--- config.mk ---
export PLATFORM = sky130hd
export DESIGN_NAME = temperature_abnormality_detector
export DESIGN_NICKNAME = d
export VERILOG_FILES = /design/src/rtl/temperature_abnormality_detector.sv
export SDC_FILE = /design/constraint.sdc
export NUM_CORES = 1
export LEC_CHECK = 0
export CAP_MARGIN = 20
export CORE_MARGIN = 3
export CORE_UTILIZATION = 46
export CTS_CLUSTER_DIAMETER = 40
export DETAILED_ROUTE_END_ITERATION = 16
export GPL_TIMING_DRIVEN = 1
export PLACE_DENSITY = 0.79
export SLEW_MARGIN = 20
export SYNTH_ARGS = -nofsm -noshare
export SYNTH_HDL_FRONTEND = slang
export SYNTH_SLANG_ARGS = --single-unit
--- constraint.sdc ---
create_clock -name clk -period 1.1 [get_ports clk]
set_input_delay 0.22 -clock clk [delete_from_list [all_inputs] [get_ports clk]]
set_output_delay 0.22 -clock clk [all_outputs]
set_load 0.05 [all_outputs]
--- src/rtl/temperature_abnormality_detector.sv ---
// Two-stage pipeline: calibrates a raw sensor reading, then flags low/high temperature.
// Define TEMP_ABN_STICKY_EN to hold each flag until a clearAlarm cycle.
module temperature_abnormality_detector #(
    parameter int LOW_LIMIT  = 35,
    parameter int HIGH_LIMIT = 39
) (
    input  logic       clk,
    input  logic       rst_n,
    input  logic [4:0] factotyBaseTemp,
    input  logic [3:0] factotyTempCoef,
    input  logic [3:0] tempSensorValue,
    input  logic       clearAlarm,
    output logic [5:0] tempValue,
    output logic       lowTempAbnormality,
    output logic       highTempAbnormality,
    output logic       tempAbnormality
);

    localparam logic [5:0] LowLimit  = 6'(LOW_LIMIT);
    localparam logic [5:0] HighLimit = 6'(HIGH_LIMIT);

    logic [7:0] product;
    logic [5:0] tempValue_d, tempValue_q;
    logic       valid_d, valid_q;
    logic       lowLive, highLive;
    logic       low_d, low_q;
    logic       high_d, high_q;
    logic       abn_d, abn_q;

    always_comb begin
        product     = {4'b0, factotyTempCoef} * {4'b0, tempSensorValue};
        tempValue_d = {1'b0, factotyBaseTemp} + 6'(product >> 4);
        valid_d     = 1'b1;
    end

    // valid_q keeps the flags at 0 until stage 1 holds a real sample after reset.
    always_comb begin
        lowLive  = valid_q && (tempValue_q < LowLimit);
        highLive = valid_q && (tempValue_q > HighLimit);
`ifdef TEMP_ABN_STICKY_EN
        low_d    = lowLive  | (low_q  & ~clearAlarm);
        high_d   = highLive | (high_q & ~clearAlarm);
`else
        low_d    = lowLive;
        high_d   = highLive;
`endif
        abn_d    = low_d | high_d;
    end

`ifndef TEMP_ABN_STICKY_EN
    logic unusedClearAlarm;
    assign unusedClearAlarm = clearAlarm;
`endif

    always_ff @(posedge clk or negedge rst_n) begin
        if (!rst_n) begin
            tempValue_q <= '0;
            valid_q     <= 1'b0;
            low_q       <= 1'b0;
            high_q      <= 1'b0;
            abn_q       <= 1'b0;
        end else begin
            tempValue_q <= tempValue_d;
            valid_q     <= valid_d;
            low_q       <= low_d;
            high_q      <= high_d;
            abn_q       <= abn_d;
        end
    end

    assign tempValue           = tempValue_q;
    assign lowTempAbnormality  = low_q;
    assign highTempAbnormality = high_q;
    assign tempAbnormality     = abn_q;

endmodule

Yosys cells after proc, flatten, opt, wreduce, memory -nomap -nowiden --
Index checks and enable logic that the tools add are counted. W data, S select, Z words.
Storage, ports and cells: register bits after elaboration 10
Cells by class: add/sub/neg operators 1, $mul 1, $lt $le $gt $ge 2, bitwise logic cells 1, reduce and logical (&&, ||, !) cells 2
Operators with widths (count):
- $mul A4 B4 Y8 | 1
- $add A5 B4 Y6 | 1
- $gt A6 B6 Y1 const B | 1
- $lt A6 B6 Y1 const B | 1
- $logic_and A1 B1 Y1 | 2
- $or A1 B1 Y1 | 1

Logic depth before layout (Yosys ltp) --
Gate-level depths: netlist of run 1.
depth after elaboration 3, mapped depth 16, gate-level depth less buffers 16

Least setup slack after synthesis of run 1 --
OpenSTA, ideal clock, no wires.
path type in2reg, from input port tempSensorValue[3], to register tempValue_q[5] (netlist: tempValue[5]), arrival time 2962 ps, setup slack -1981 ps, cell stages on the path 12, buffers on the path 0, cells stage by stage nand2_1 fa_1 inv_1 fa_1 ha_1 nand4_2 o21ai_2 and4b_1 or3_1 ha_1 nor2b_1 o21a_1
Between the ends: word-level cells in the longest chain between the ends 2
RTL lines:
- start: declaration | line 11 | input logic [3:0] tempSensorValue,
- $mul A4 B4 Y8 | line 31 | product = {4'b0, factotyTempCoef} * {4'b0, tempSensorValue};
- $add A5 B4 Y6 | line 32 | tempValue_d = {1'b0, factotyBaseTemp} + 6'(product >> 4);
- named net tempValue_d[5] | line 23 | logic [5:0] tempValue_d, tempValue_q;
- end signal: assignment | line 63 | tempValue_q <= tempValue_d;
- end: declaration | line 23
The timed path passes the listed nets, and every way through them passes these cells.

Worst setup path after layout of run 1 --
from input port tempSensorValue[1], to register tempValue_q[4] (netlist: tempValue[4])
The elaborated chain is that of the path after synthesis.

==> summary.md, run 1 <==
| Metric | Value |
|---|---|
| Setup WS pre-CTS | `-2680 ps` |
| Avg Cell Area, Syn | `9.76 µm²` |
| Sequential share of the synthesized area | `30.2%` |
| Final setup viols | `9` |
| Synth Area in XOR/XNOR | `6.33%` |
| Vias/cell | `6.06` |
| I/O pins | `25` |
| Register area | `250 µm²` |
| Syn_nets | `119` |
| Adder-cell area share of the yosys netlist | `30.8%` |
| Wire length per cell | `25.9 µm` |
| Number of flops mapped to enable cells by yosys | `0` |
| Synth cell count leaders | `ha_1 (14), dfrtp_1 (10), inv_1 (10), nand2_1 (10), and2_1 (6)` |
| GPL Wtd Cong | `0.730` |
| FF+latch count, synth | `10` |
| Port bufs | `23` |
| CTS hold repair buffers | `0` |
| Pwr dens | `1690 nW/µm²` |
| Final Hold Vio Count | `0` |
| Remaining antenna violation count | `0` |
| Status | `complete, but fails checks` |
| Fin. max-slew vios | `0` |
| CP delay by family, top | `adder cells` |
| Max-cap violation count | `0` |
| DP HPWL | `1720 µm` |
| H-tree depth | `1` |
| CP Max Fanout | `4` |
| Filler cell count | `28` |
| Main combinational cell family by area after synthesis | `adder cells` |
| Die Height | `48.5 µm` |
| First-pass GRT wire length | `4860 µm` |
| Peak VDD IR | `1.34 mV` |
| CP cell instances | `buf_8 > buf_4 > buf_4 > nand2_2 > inv_1 > ha_2 > fa_1 > ha_4 > nand4_4 > o21ai_4 > a21oi_1 > xnor2_1 > ha_1 > a21o_1 > a21oi_2 > xnor2_1` |
| Minimum clock period | `3210 ps` |
| Yosys warnings | `0` |
| Slowest-stage cell, CP | `fa_1` |
| Top_reg_cell synth | `dfrtp_1` |
| Worst reg-to-reg path cell count | `3` |
| Clk_lat worst skew | `270 ps` |
| CP endpoint kind | `flop` |
| Final WL | `4040 µm` |
| Total GRT Usage | `28.1%` |
| Most frequent cell after synthesis | `ha_1` |
| Setup_tns | `-11310 ps` |
| Number of global-route vias before repair | `947` |
| RSZ-0062 raised after global routing | `true` |
| F_max | `0.311 GHz` |
| First-pass detailed-route iteration total | `4` |
| Arrival time at the worst endpoint | `3390 ps` |
| Total power | `2.62 mW` |
| Final period util | `292%` |
| Cell taking the most area after synthesis | `dfrtp_1` |
| Fin Hold WS | `264 ps` |
| Largest net degree at the start of global routing | `11` |
| Final worst setup slack | `-2110 ps` |
| Buf/Inv on CP | `4` |
| Simple-gate area share of the yosys netlist | `16.4%` |
| Worst EP required | `1280 ps` |
| CTS root buffer | `clkbuf_4` |
| Antenna violations before repair | `0` |
| Top-area cell type share of the netlist area | `30.2%` |
| Top cells by area, synth | `dfrtp_1 (30%), ha_1 (21%), fa_1 (9.7%)` |
| DRC errors left | `0` |
| Mapped Area | `830 µm²` |
| Hold Path Class | `input pin to asynchronous set/reset pin` |
| Cell count along the critical path | `16` |
| Failing checks | `setup timing` |
| Clock sink count | `10` |
| TritonCTS clock tree | `built` |
| Multi-input gate area | `709 µm²` |
| Num rows | `14` |
| Static Leak | `0.729 nW` |
| Bufs on Longest Clock Path | `2` |
| Clock Pin Slew Worst Setup and Hold Paths | `80 ps` |
| Drt initial violations | `50` |
| Synth Area in Compound Gates | `11.3%` |
| Syn Inst Count | `85` |
| Core area | `1590 µm²` |
| Post-synthesis mux area share | `0%` |
| CTS Buf Count | `3` |
| P&R area growth vs syn | `86.7%` |
| Initial Util | `52.0%` |
| Slowest cell delay on critical path | `530 ps` |
| Yosys cell types | `24` |
| Die Area | `2350 µm²` |
| Nets@finish | `167` |
| Share of layout cells above drive strength 1 | `51.5%` |
| Worst setup path class | `input pin to flop` |
| Die W | `48.5 µm` |
| Setup Skew | `4.39 ps` |
| Total number of vias | `945` |
| Ys async rst share | `100%` |
| Antenna diodes | `0` |
| Startpoint types | `input pin` |
| GRT Residual Overflow | `0` |
path summary, 6_finish.rpt:
| check | from | endpoint | slack [ps] |
|---|---|---|---|
| setup / recovery | tempSensorValue[1] | tempValue[4] | -2110 |
| hold / removal | rst_n | tempValue[1] | 260 |
| setup reg to reg | tempValue[4] | tempAbnormality | -20 |
| hold reg to reg | valid_q | tempAbnormality | 610 |
| max in group asynchronous | rst_n | tempValue[3] | 520 |
| min in group clk | factotyBaseTemp[4] | tempValue[5] | 600 |
where the power goes:
group | internal, mW | switching [mW]
Sequential | 0.460 | 0.131
Clock | 0.201 | 0.141
Combinational | 0.824 | 0.868
Total | 1.48 | 1.14
area by class of cell:
type / count / share of cell area [%]
Multi-Input combinational cell: 65 / 45.8
Inverter: 10 / 2.42
Sequential cell: 10 / 16.2
Clock buffer: 4 / 2.34
Tap cell: 24 / 1.94
Timing Repair Buffer: 43 / 31.3
cells by family after synthesis:
kind of cell	count (synthesis)
xor gates and xnor gates	6
adders and majority gates	18
other	1
buffers and inverters	10
AOI/OAI and AO/OA	14
and+or+nand+nor	26
DFF	10
what timing repair did:
action	CTS	global route
setup buffers	2	3
pin swaps	21	9
gates resized for setup	46	14
setup endpoints to repair	7	10
hold endpoints to repair	0	0
flip-flops by register name, summed over array words and instances (netlist names):
signal / cells
valid_q: 1
highTempAbnormality: 1
tempValue: 6
tempAbnormality: 1
lowTempAbnormality: 1
routing by layer:
| layer | global-route usage, % | up-vias | wire [µm] |
|---|---|---|---|
| met1 | 29.6 | 435 | 1400 |
| met4 | 16.6 | 0 | 405 |
| met3 | 4.60 | 45 | 317 |
| met2 | 52.3 | 91 | 1920 |
| met5 | 0 | - | 0 |
| li1 | - | 374 | - |
through the flow:
step | std cells | instance area [µm²] | utilization [%]
after global placement | 147 | 1350 | 84.8
after global routing | 156 | 1550 | 97.2
after CTS | 153 | 1460 | 91.7
after detailed placement | 147 | 1350 | 84.8
after floorplan | 85 | 888 | -
final | 156 | 1550 | 97.2
cells in the final DEF (no fill, tap or decap), types with 3 or more instances in the layout:
cell	Yosys	final
nand2_1	10	6
buf_4	0	18
nand2_2	0	3
inv_2	0	4
fa_1	4	3
ha_1	14	8
buf_6	0	5
clkdlybuf4s50_1	0	7
inv_1	10	6
a21oi_2	1	3
clkbuf_4	0	3
xnor2_1	5	4
buf_12	0	9
dfrtp_1	10	10
ha_4	0	4
and2_1	6	6
(Power assumes the default switching activity.)
==> run 2: changes to the inputs <==
--- a/config.mk
+++ b/config.mk
@@ -7,11 +7,12 @@
 export LEC_CHECK = 0
 export CAP_MARGIN = 20
 export CORE_MARGIN = 3
-export CORE_UTILIZATION = 46
+export CORE_UTILIZATION = 60
 export CTS_CLUSTER_DIAMETER = 40
 export DETAILED_ROUTE_END_ITERATION = 16
+export DONT_BUFFER_PORTS = 1
 export GPL_TIMING_DRIVEN = 1
-export PLACE_DENSITY = 0.79
+export PLACE_DENSITY = 0.76
 export SLEW_MARGIN = 20
 export SYNTH_ARGS = -nofsm -noshare
 export SYNTH_HDL_FRONTEND = slang
==> summary.md, run 2 (synthesis gave the netlist of run 1 again) <==
| Metric | Value |
|---|---|
| Num rows | `12 (-2)` |
| Drt initial violations | `34 (-32%)` |
| Max reg flops | `6 (unchanged)` |
| TritonCTS clock tree | `built` |
| RSZ-0062 raised after global routing | `true` |
| Int Power | `1.10 mW (-26%)` |
| Finished Cell Area | `1150 µm² (-26%)` |
| Commonest non-fill, non-tap cells in the layout | `buf_4 (15), ha_1 (10), nand2_1 (8)` |
| CP cell instances | `nand2_1 > fa_1 > inv_2 > fa_2 > ha_4 > nand4_4 > buf_6 > o21ai_4 > xor2_1 > inv_1 > fa_2 > inv_1 > a21o_1 > a21oi_2 > xnor2_1` |
| Final WL | `2950 µm (-27%)` |
| Remaining antenna violation count | `0 (unchanged)` |
| P_sw | `0.982 mW (-14%)` |
| Register-to-Register Setup Slack | `40 ps (+60 ps)` |
| Fin. max-slew vios | `0 (unchanged)` |
| CTS root buffer | `clkbuf_4` |
| CP endpoint kind | `flop` |
| Arrival time at the worst endpoint | `3220 ps (-170 ps)` |
| GRT Residual Overflow | `0 (unchanged)` |
| Slowest-stage cell, CP | `fa_1` |
| DRC errors left | `0 (unchanged)` |
| I/O pins | `25 (unchanged)` |
| Startpoint types | `input pin` |
| Antenna violations before repair | `0 (unchanged)` |
| Commonest non-fill, non-tap cell in the layout | `buf_4` |
| CP delay by family, top | `adder cells` |
| Buf/Inv on CP | `4 (unchanged)` |
| Switching Fraction | `47.2% (+3.7 points)` |
| First-pass detailed-route iteration total | `4 (unchanged)` |
| First-pass GRT wire length | `3450 µm (-29%)` |
| Max-cap violation count | `0 (unchanged)` |
| Final Non-Filler Cells | `122 (-22%)` |
| Logic pwr share | `58.7% (-5.8 points)` |
| Die Area | `1860 µm² (-21%)` |
| Number of global-route vias before repair | `712 (-25%)` |
| Die W | `43.2 µm (-11%)` |
| Port bufs | `0 (-100%)` |
| Worst EP required | `1300 ps (+20 ps)` |
| Wire length per cell | `24.2 µm (-6.8%)` |
| Final core utilization | `95.6% (-1.5 points)` |
| CTS Buf Count | `3 (unchanged)` |
| Final setup viols | `8 (-1)` |
| GPL Wtd Cong | `0.751 (+2.9%)` |
| Vias/cell | `6.75 (+11%)` |
| H-tree depth | `1 (unchanged)` |
| Worst setup path class | `input pin to flop` |
| Pwr dens | `1810 nW/µm² (+6.9%)` |
| Slowest cell delay on critical path | `540 ps (about the same)` |
| Final Hold Vio Count | `0 (unchanged)` |
| Final period util | `274% (-18 points)` |
| DP HPWL | `1450 µm (-16%)` |
| Final worst setup slack | `-1910 ps (+197 ps)` |
| Bufs on Longest Clock Path | `2 (unchanged)` |
| Minimum clock period | `3010 ps (-197 ps)` |
| Status | `complete, but fails checks` |
| F_max | `0.332 GHz (+6.6%)` |
| Antenna diodes | `0 (unchanged)` |
| Clock power share | `13.8% (+0.8 points)` |
| Peak VDD IR | `1.21 mV (-9.4%)` |
| Placed inst area | `1010 µm² (-25%)` |
| Largest net degree at the start of global routing | `11 (unchanged)` |
| Nets@finish | `144 (-14%)` |
| Clk_lat worst skew | `290 ps (+20 ps)` |
| Failing checks | `setup timing` |
| P&R area growth vs syn | `38.5%` |
| Die Height | `43.2 µm (-11%)` |
| Total number of vias | `823 (-13%)` |
| Setup WS pre-CTS | `-2070 ps (+607 ps)` |
| Hold Path Class | `input pin to flop` |
| CP Max Fanout | `4 (unchanged)` |
| Register share of total power | `27.4% (+4.9 points)` |
| Initial Util | `69.1% (+17 points)` |
| Share of layout cells above drive strength 1 | `40.7% (-11 points)` |
| Cells after DPL | `113 (-23%)` |
| Clock Pin Slew Worst Setup and Hold Paths | `80 ps (about the same)` |
| Core area | `1200 µm² (-25%)` |
| Setup Skew | `11.6 ps (+7.21 ps)` |
| Total GRT Usage | `26.3% (-1.8 points)` |
| Clock sink count | `10 (unchanged)` |
| Static Leak | `0.570 nW (-22%)` |
[run 2: changes by cell type in the layout (fill, tap and decap cells not counted), sizes merged]
cell and change:
clkbuf -1, dlygate4sd2 -1, clkdlybuf4s50 -7, buf -16, dlygate4sd3 +1
[run 2: repair_timing]
action / in CTS / in global routing
pin swaps: 8 / 6
setup endpoints to repair: 9 / 9
resized for setup: 7 / 9
hold buffers: 1 / 0
setup buffers: 2 / 3
hold endpoints to repair: 10 / 0
[run 2: final cells by class]
class	count	area (µm²)
inverter	10	37.5
multi-input combinational	65	649
fill	30	52.6
clock buffer	3	22.5
tap	14	17.5
timing repair buffer	20	168
sequential	10	254
[run 2: routing by layer]
layer  routed length (µm)  track usage (%)  vias up
li1                     -                -      330
met1                  999             29.7      386
met2                 1470             43.1       79
met3                  265             9.32       28
met4                  214             13.3        0
met5                    0                0        -
[run 2: through the flow]
step	setup TNS (ps)	hold slack (ps)	power [mW]
after global placement	-10590	-75.4	1.48
after global routing	-10850	13.1	2.16
after CTS	-9380	21.0	1.85
after floorplan	-9900	-75.6	1.22
final	-10410	27.2	2.08
after detailed placement	-11270	-75.4	1.53
[run 2: worst register-to-register path, delay by kind of cell (launching register included)]
family / cells / cell delay [ps]
flip-flops: 1 / 410
AO/OA/AOI/OAI: 2 / 470
AND/OR/NAND/NOR: 1 / 100
[run 2: final timing paths]
kind,start,endpoint,depth (start not counted)
worst max-delay path,tempSensorValue[3],tempValue[4],15
worst min-delay path,factotyBaseTemp[4],tempValue[4],1
worst max register to register,tempValue[1],lowTempAbnormality,3
worst min register to register,valid_q,tempAbnormality,1
max in group asynchronous,rst_n,highTempAbnormality,1
min in group asynchronous,rst_n,tempValue[5],1
[run 2: power groups by stage]
stage          combinational (mW)  clock [mW]  sequential, mW
4_1_cts                      1.05       0.256           0.546
3_5_place_dp                0.983           0           0.551
5_1_grt                      1.28       0.303           0.573
3_3_place_gp                0.940           0           0.542
2_1_floorplan               0.386           0           0.833
6_report                     1.22       0.287           0.571
